`src/rtl/fa_bist_pkg.sv`:
```
// fa_bist_pkg: shared types and sizes for the full-adder BIST controller.
//   state_t : controller FSM states
//   NUM_VEC : number of exhaustive {a,b,cin} vectors
//   VEC_W   : width of the vector index
//   ERR_W   : width of the error counter (holds 0..NUM_VEC)
package fa_bist_pkg;

    typedef enum logic [1:0] {
        IDLE  = 2'd0,
        APPLY = 2'd1,
        CHECK = 2'd2,
        DONE  = 2'd3
    } state_t;

    localparam int NUM_VEC = 8;
    localparam int VEC_W   = 3;
    localparam int ERR_W   = 4;

endpackage

```
`src/rtl/fa_golden.sv`:
```
// fa_golden: combinational reference single-bit full adder.
//   a, b, cin : operand bits
//   exp_sum   : a ^ b ^ cin
//   exp_cout  : majority(a, b, cin)
module fa_golden (
    input  logic a,
    input  logic b,
    input  logic cin,
    output logic exp_sum,
    output logic exp_cout
);

    assign exp_sum  = a ^ b ^ cin;
    assign exp_cout = (a & b) | (a & cin) | (b & cin);

endmodule

```
`src/rtl/fa_bist.sv`:
```
// fa_bist: built-in self-test controller for an external full adder.
// Walks all eight {a,b,cin} vectors, holds each for DWELL cycles, then
// samples sum/cout and compares against fa_golden.
//   clk, rst_n       : clock, async active-low reset
//   start            : run request, honoured only in IDLE
//   a, b, cin        : registered stimulus to the adder under test
//   sum, cout        : adder under test responses
//   busy             : run in progress (APPLY/CHECK)
//   done             : one-cycle end-of-run pulse
//   pass             : last completed run had no errors
//   err_count        : mismatching vectors this/last run
//   fail_valid       : a mismatch has been recorded this run
//   fail_vec         : {a,b,cin} of the first mismatch
module fa_bist
    import fa_bist_pkg::*;
#(
    parameter int DWELL = 4
) (
    input  logic             clk,
    input  logic             rst_n,
    input  logic             start,
    output logic             a,
    output logic             b,
    output logic             cin,
    input  logic             sum,
    input  logic             cout,
    output logic             busy,
    output logic             done,
    output logic             pass,
    output logic [ERR_W-1:0] err_count,
    output logic             fail_valid,
    output logic [VEC_W-1:0] fail_vec
);

    localparam logic [7:0]       DWELL_LAST = 8'(DWELL - 1);
    localparam logic [VEC_W-1:0] VEC_LAST   = VEC_W'(NUM_VEC - 1);

    state_t             state_q, state_d;
    logic [VEC_W-1:0]   vec_q, vec_d;
    logic [7:0]         dwell_q, dwell_d;
    logic [ERR_W-1:0]   err_q, err_d;
    logic               fvalid_q, fvalid_d;
    logic [VEC_W-1:0]   fvec_q, fvec_d;
    logic               pass_q, pass_d;
    logic [VEC_W-1:0]   abc_q, abc_d;
    logic               busy_q, busy_d;
    logic               done_q, done_d;

    logic exp_sum, exp_cout, mismatch;

    // Reference is driven from the registered stimulus, so it always sees
    // exactly what the adder under test sees.
    fa_golden u_golden (
        .a        (abc_q[2]),
        .b        (abc_q[1]),
        .cin      (abc_q[0]),
        .exp_sum  (exp_sum),
        .exp_cout (exp_cout)
    );

    assign mismatch = (sum != exp_sum) || (cout != exp_cout);

    always_comb begin
        state_d  = state_q;
        vec_d    = vec_q;
        dwell_d  = dwell_q;
        err_d    = err_q;
        fvalid_d = fvalid_q;
        fvec_d   = fvec_q;
        pass_d   = pass_q;
        case (state_q)
            IDLE: begin
                if (start) begin
                    state_d  = APPLY;
                    vec_d    = '0;
                    dwell_d  = '0;
                    err_d    = '0;
                    fvalid_d = 1'b0;
                    pass_d   = 1'b0;
                end
            end
            APPLY: begin
                dwell_d = dwell_q + 8'd1;
                if (dwell_q == DWELL_LAST) state_d = CHECK;
            end
            CHECK: begin
                if (mismatch) begin
                    err_d = err_q + ERR_W'(1);
                    if (!fvalid_q) begin
                        fvalid_d = 1'b1;
                        fvec_d   = vec_q;
                    end
                end
                if (vec_q == VEC_LAST) begin
                    state_d = DONE;
                    // Resolve pass here so it is already valid in the done cycle.
                    pass_d  = (err_d == '0);
                end else begin
                    vec_d   = vec_q + VEC_W'(1);
                    dwell_d = '0;
                    state_d = APPLY;
                end
            end
            DONE: begin
                state_d = IDLE;
                vec_d   = '0;
            end
            default: state_d = IDLE;
        endcase
    end

    // Outputs are registered from the next state so they line up with the
    // state they describe and never glitch toward the adder.
    always_comb begin
        busy_d = (state_d == APPLY) || (state_d == CHECK);
        done_d = (state_d == DONE);
        abc_d  = busy_d ? vec_d : '0;
    end

    always_ff @(posedge clk or negedge rst_n) begin
        if (!rst_n) begin
            state_q  <= IDLE;
            vec_q    <= '0;
            dwell_q  <= '0;
            err_q    <= '0;
            fvalid_q <= 1'b0;
            fvec_q   <= '0;
            pass_q   <= 1'b0;
            abc_q    <= '0;
            busy_q   <= 1'b0;
            done_q   <= 1'b0;
        end else begin
            state_q  <= state_d;
            vec_q    <= vec_d;
            dwell_q  <= dwell_d;
            err_q    <= err_d;
            fvalid_q <= fvalid_d;
            fvec_q   <= fvec_d;
            pass_q   <= pass_d;
            abc_q    <= abc_d;
            busy_q   <= busy_d;
            done_q   <= done_d;
        end
    end

    assign a          = abc_q[2];
    assign b          = abc_q[1];
    assign cin        = abc_q[0];
    assign busy       = busy_q;
    assign done       = done_q;
    assign pass       = pass_q;
    assign err_count  = err_q;
    assign fail_valid = fvalid_q;
    assign fail_vec   = fvec_q;

endmodule

```
`config.mk`:
```
export PLATFORM = sky130hd
export DESIGN_NAME = fa_bist
export DESIGN_NICKNAME = d
export VERILOG_FILES = /design/src/rtl/fa_bist_pkg.sv /design/src/rtl/fa_golden.sv /design/src/rtl/fa_bist.sv
export SDC_FILE = /design/constraint.sdc
export NUM_CORES = 1
export LEC_CHECK = 0
export ABC_AREA = 1
export BUFFER_PORTS_ARGS = -buffer_cell sky130_fd_sc_hd__buf_2
export CAP_MARGIN = 30
export CELL_PAD_IN_SITES_DETAIL_PLACEMENT = 1
export CELL_PAD_IN_SITES_GLOBAL_PLACEMENT = 2
export CORE_ASPECT_RATIO = 0.9
export CORE_MARGIN = 3
export CORE_UTILIZATION = 36
export DETAILED_ROUTE_END_ITERATION = 12
export GPL_TIMING_DRIVEN = 0
export PLACE_DENSITY = 0.94
export SLEW_MARGIN = 25
export SYNTH_ARGS = -nofsm -noshare
export SYNTH_HDL_FRONTEND = slang
export SYNTH_HIERARCHICAL = 1
export SYNTH_SLANG_ARGS = --single-unit
```
`constraint.sdc`:
```
create_clock -name clk -period 5.1 [get_ports clk]
set_input_delay 0.765 -clock clk [delete_from_list [all_inputs] [get_ports clk]]
set_output_delay 0.765 -clock clk [all_outputs]
set_load 0.005 [all_outputs]
```
# == Word level (Yosys, flattened, before mapping) ==
# Index checks and enable logic that the tools add are counted.
# word_totals
inputBits,5
output_inout_bits,14
regBits,27
# op_classes
bitwise,8
n_reduce_logical,11
muxes,20
eq_ne,14
addsub,3
# op_table
cell,count
case mux 8 bit (3 select lines),1
two-way mux 8 bit,2
two-way mux 4 bit,3
AND reduction 3 bit,4
two-way mux 3 bit,3
case mux 3 bit (3 select lines),1
"adder 8 x 1 -> 8 bit, second input constant",1
"equality test 2 bit, second input constant",4
"equality test 8 x 2 -> 1 bit, second input constant",1
"!= test 2 bit, second input constant",4
case mux 2 bit (4 select lines),1
case mux 4 bit (2 select lines),1
two-way mux 2 bit,3
"adder 4 x 1 -> 4 bit, second input constant",1
"equality test 2 x 1 -> 1 bit, second input constant",2
zero test 4 bit,1
case mux 1 bit (2 select lines),2
"adder 3 x 1 -> 3 bit, second input constant",1
bitwise AND 1 bit,3
"equality test 3 bit, second input constant",1
two-way mux 1 bit,3
nonzero test 3 bit,1
zero test 2 bit,1
logical OR 1 bit,2
other kinds (6),9

# == Depth between registers and ports, before layout ==
# depth
word_depth,10
ltp_mapped,11
depth_no_buf,11

# == Hierarchy ==
# Netlist, hierarchy kept.
# modules_own_cells
mod,area_each_um2,cells_per_inst,seq_area_each_um2,n_inst
fa_bist,1375.1,169,675.6,1
fa_golden,20.0,1,0.0,1

# == Least setup slack after synthesis ==
# Ideal clock, no wire load.
# synth_path
path_kind,flip-flop to flip-flop
start,reg abc_q[2]
end,"reg pass_q, in the netlist pass"
arrival_ns,1.548
n_path_buf,0
stages_incl_launch_ff,11
setup_time_ns,0.116
path_slack_ns,3.436
required_time_ns,4.984
path_cell_list,dfrtp_1 fa_1 nand2_1 nand2_1 nand2_1 nand2_1 nand2_1 nand2_1 inv_1 nand2_1 nand2_1
# synth_rtl
element,line_no,source
"start, declared",fa_bist.sv:45,"logic [VEC_W-1:0] abc_q, abc_d;"
"start signal, assigned",fa_bist.sv:129,abc_q <= '0;
"start signal, assigned",fa_bist.sv:140,abc_q <= abc_d;
bitwise XOR 1 bit (2 in a row),fa_golden.sv:13,assign exp_sum = a ^ b ^ cin;
via exp_sum,fa_bist.sv:49,"logic exp_sum, exp_cout, mismatch;"
!= test 1 bit,fa_bist.sv:61,assign mismatch = (sum != exp_sum) || (cout != exp_cout);
logical OR 1 bit,fa_bist.sv:61,
two-way mux 4 bit,fa_bist.sv:87,if (mismatch) begin
two-way mux 4 bit,fa_bist.sv:71,case (state_q)
zero test 4 bit,fa_bist.sv:97,pass_d = (err_d == '0);
two-way mux 1 bit,fa_bist.sv:94,if (vec_q == VEC_LAST) begin
case mux 1 bit (2 select lines),fa_bist.sv:71,
"end signal, assigned",fa_bist.sv:139,pass_q <= pass_d;
"end, declared",fa_bist.sv:44,"logic pass_q, pass_d;"
# The timed path passes the listed nets, and every way through them passes these cells. The select of a mux whose other input is x is not followed.
# A chain may end at the register's enable or synchronous reset.

# == Worst setup path in the final report ==
# layout_path
start,reg abc_q[2]
end,"reg fvec_q[2], in the netlist fail_vec[2]"
# layout_rtl
element,line_no,source
bitwise XOR 1 bit (2 in a row),fa_golden.sv:13,
via exp_sum,fa_bist.sv:49,
!= test 1 bit,fa_bist.sv:61,
logical OR 1 bit,fa_bist.sv:61,
AND reduction 3 bit (no source line),-,
"end signal, assigned",fa_bist.sv:138,fvec_q <= fvec_d;
"end, declared",fa_bist.sv:43,"logic [VEC_W-1:0] fvec_q, fvec_d;"
# The timed path passes the listed nets, and every way through them passes these cells.

==> results.py <==
metrics = {
    "critical_path": {
        "reg2reg_slack_ns": 3.21,
        "required_ns": 5.28,
        "reg2regPathDepth": 7,
        "cp-start-kind": "flip-flop",
        "r2r-end": "fail_vec[2]",
        "end_kind": "flip-flop",
        "worstPathCellList": "fa_1 -> inv_1 -> nand2_1 -> nand2_1 -> nand2_1 -> nand3_2 -> o21ai_0",
        "slowest_delay_ns": 0.56,
        "r2r-start": "abc_q[2]",
        "cp_common_cell": "nand2_1",
        "critPathMaxFanout": 6,
        "crit_slowest_cell": "fa_1",
        "critPathArrivalTime_ns": 2.07,
        "worstSetupPathType": "flip-flop to flip-flop",
    },
    "detailed_routing": {
        "drc": 0,
        "viasPerCell": 4.92,
        "ant_nets": 0,
        "vias": 1162,
        "routed_wl_um": 3290,
        "drt-initial-drc-count": 58,
        "drtPass1Iterations": 4,
        "wl_per_cell_um": 13.9,
    },
    "status": {
        "status": "finished, final reports clean",
    },
    "pwr": {
        "power.internal_uw": 455,
        "clkPwrFrac": 0.151,
        "comb_power_share": 0.411,
        "leakagePower_nw": 0.862,
        "power_density_mw_per_mm2": 490,
        "switching_share": 0.414,
        "peakVddDrop_v": 0.000328,
        "power_switching_uw": 321,
        "seqPwrFrac": 0.438,
    },
    "yosys": {
        "netlist_area_mm2": 0.00140,
        "ys_warn_count": 6,
        "ys.flop_type": "dfrtp_1",
        "ys_types": 25,
        "avgSynthCellArea_um2": 8.21,
        "async_flop_share": 1.00,
        "syn_inst": 170,
        "synth_edf_count": 0,
        "synth_top_family_by_area": "simple AND/OR/NAND/NOR gates",
        "synth_xor_area_frac": 0.0314,
        "yosys-mux-area-fraction": 0,
        "synth-compound-area-share": 0.100,
        "ys_ff_latch": 27,
        "synth_nets": 180,
        "seq_area_frac_synth": 0.484,
        "synthSimpleGateAreaFrac": 0.256,
        "synthAdderAreaFrac": 0.0502,
    },
    "timing": {
        "fin_skew_ns": 0.00173,
        "slew_headroom": 0.603,
        "finalCritPeriodShare": 0.370,
        "finalCriticalPeriod_ns": 1.89,
        "drv_slew": 0,
        "hold_viol": 0,
        "finalSetupViolCount": 0,
        "worst_slew_pin_slew_ns": 0.596,
        "max_freq_mhz": 529,
        "tns_ns": 0,
        "rsz0062_at_grt": "no",
    },
    "die": {
        "num_rows": 20,
        "die_area_mm2": 0.00466,
        "ios": 19,
        "core-area_mm2": 0.00355,
        "die_w_um": 71.6,
        "start_util": 0.393,
        "fp.dieH_um": 65.1,
    },
    "finish": {
        "drive_gt1_frac": 0.177,
        "antenna_cells": 0,
        "num-nets-final": 203,
        "syn2layout_area_growth_pct": 13.6,
        "fin_area_mm2": 0.00159,
        "fillers": 458,
        "regArea_um2": 676,
        "multi_input_area_um2": 611,
    },
    "clocking": {
        "clk_latency_ns": 0.27,
        "cts_root_buf": "clkbuf_8",
        "h-tree-depth": 1,
        "cts_resized": 0,
        "clk_path_buf_depth": 2,
        "clk_pin_slew_ns": 0.08,
        "cts_tree": "done",
        "hold_buffers": 0,
        "cts.sinks": 27,
        "postCtsSetupBuffers": 0,
        "cts_buffers": 3,
    },
    "grt": {
        "overflow": 0,
        "grt_pass1_wl_um": 5870,
        "grt_pass1_vias": 1243,
        "grt_max_degree": 28,
        "antenna_found_initial": 0,
        "grt_usage": 0.161,
    },
    "place": {
        "io_buffers": 18,
        "placed_area_mm2": 0.00154,
        "place_congestion": 0.753,
        "hpwl_um": 2640,
    },
    "job": {
        "maxCapViolCount": 0,
    },
    "worst_hold_path": {
        "hp-class": "input port to async pin",
    },
}
## sequential cells by signal, indices dropped and copies added, names as in the netlist, 2 cells and up
signal / cells
dwell_q: 8
fail_vec: 3
vec_q: 3
abc_q: 3
err_count: 4
state_q: 2
## layer usage
| layer | vias up | GRT usage | share of wire |
|---|---|---|---|
| met3 | 5 | 0.0341 | 0.029 |
| met2 | 13 | 0.279 | 0.50 |
| met1 | 568 | 0.206 | 0.46 |
| met4 | 0 | 0.0329 | 0.0076 |
| met5 | - | 0 | 0 |
| li1 | 576 | - | - |
## per-stage QoR
step                       util  std cells  total power [mW]  setup slack (ns)  hold slack, ns
final                     0.446        236             0.776              3.21           0.492
after floorplan               -        170             0.545              3.44           0.469
after CTS                 0.446        236             0.791              3.18           0.510
after global routing      0.446        236             0.861              3.00           0.520
after global placement    0.433        232             0.637              3.16           0.471
after detailed placement  0.433        232             0.667              3.12           0.486
## cell families (layout without fill, tap and decap cells)
family                   after synthesis  in the layout
flip-flops                            27             27
XOR/XNOR                               5              5
buffers and inverters                 29             51
AND/OR/NAND/NOR                       83             83
AO/OA/AOI/OAI                         21             21
adder cells (fa/ha/maj)                5              5
## Yosys cell counts, types with 2 or more instances
master | n | area share
nand2_2 | 3 | 0.013
inv_1 | 26 | 0.070
nand4_1 | 2 | 0.0090
o22ai_1 | 2 | 0.0090
ha_1 | 4 | 0.036
nand2_1 | 51 | 0.14
inv_2 | 3 | 0.0081
dfrtp_1 | 27 | 0.48
nor2_1 | 9 | 0.024
o21ai_0 | 9 | 0.032
nor2_2 | 2 | 0.0090
nand3_1 | 10 | 0.036
xor2_1 | 3 | 0.019
a21oi_4 | 2 | 0.023
a21oi_1 | 4 | 0.014
nor3_1 | 3 | 0.011
xnor2_1 | 2 | 0.013
## worst max-delay path: cells and delay by family, from the launching register on
| family | cells | cell delay (ns) |
|---|---|---|
| AND/OR/NAND/NOR | 4 | 0.57 |
| adder cells (fa/ha/maj) | 1 | 0.56 |
| flip-flops | 1 | 0.40 |
| AO/OA/AOI/OAI | 1 | 0.22 |
| buffers and inverters | 1 | 0.05 |
## layout make-up
class / count / area share
Multi-Input combinational cell: 114 / 0.385
Timing Repair Buffer: 18 / 0.0568
Tap cell: 44 / 0.0347
Inverter: 29 / 0.0687
Clock buffer: 4 / 0.0284
Sequential cell: 27 / 0.426
## placed cells by master (no fill, tap or decap), types with 2 or more instances in the layout
master	Yosys	routed
a21oi_1	4	4
a21oi_4	2	2
buf_2	0	18
clkbuf_8	0	3
dfrtp_1	27	27
ha_1	4	4
inv_1	26	26
inv_2	3	3
nand2_1	51	51
nand2_2	3	3
nand3_1	10	10
nand4_1	2	2
nor2_1	9	9
nor2_2	2	2
nor3_1	3	3
o21ai_0	9	9
o22ai_1	2	2
xnor2_1	2	2
xor2_1	3	3
## power by group through the flow
stage | combinational [mW] | sequential (mW) | clock (mW)
floorplan | 0.211 | 0.334 | 0
global placement | 0.301 | 0.336 | 0
detailed placement | 0.323 | 0.343 | 0
CTS | 0.327 | 0.340 | 0.124
global route | 0.372 | 0.353 | 0.136
finish | 0.319 | 0.340 | 0.117
## worst max-delay path by stage
stage | slack [ns] | cells past startpoint | endpoint | start
2_1_floorplan | 3.44 | 10 | pass | abc_q[2]
3_3_place_gp | 3.16 | 10 | abc_q[2] | start
3_5_place_dp | 3.12 | 10 | abc_q[0] | start
4_1_cts | 3.18 | 7 | fail_vec[2] | abc_q[2]
5_1_grt | 3.00 | 7 | fail_vec[2] | abc_q[2]
6_report | 3.21 | 7 | fail_vec[2] | abc_q[2]
(Power assumes the default switching activity.)
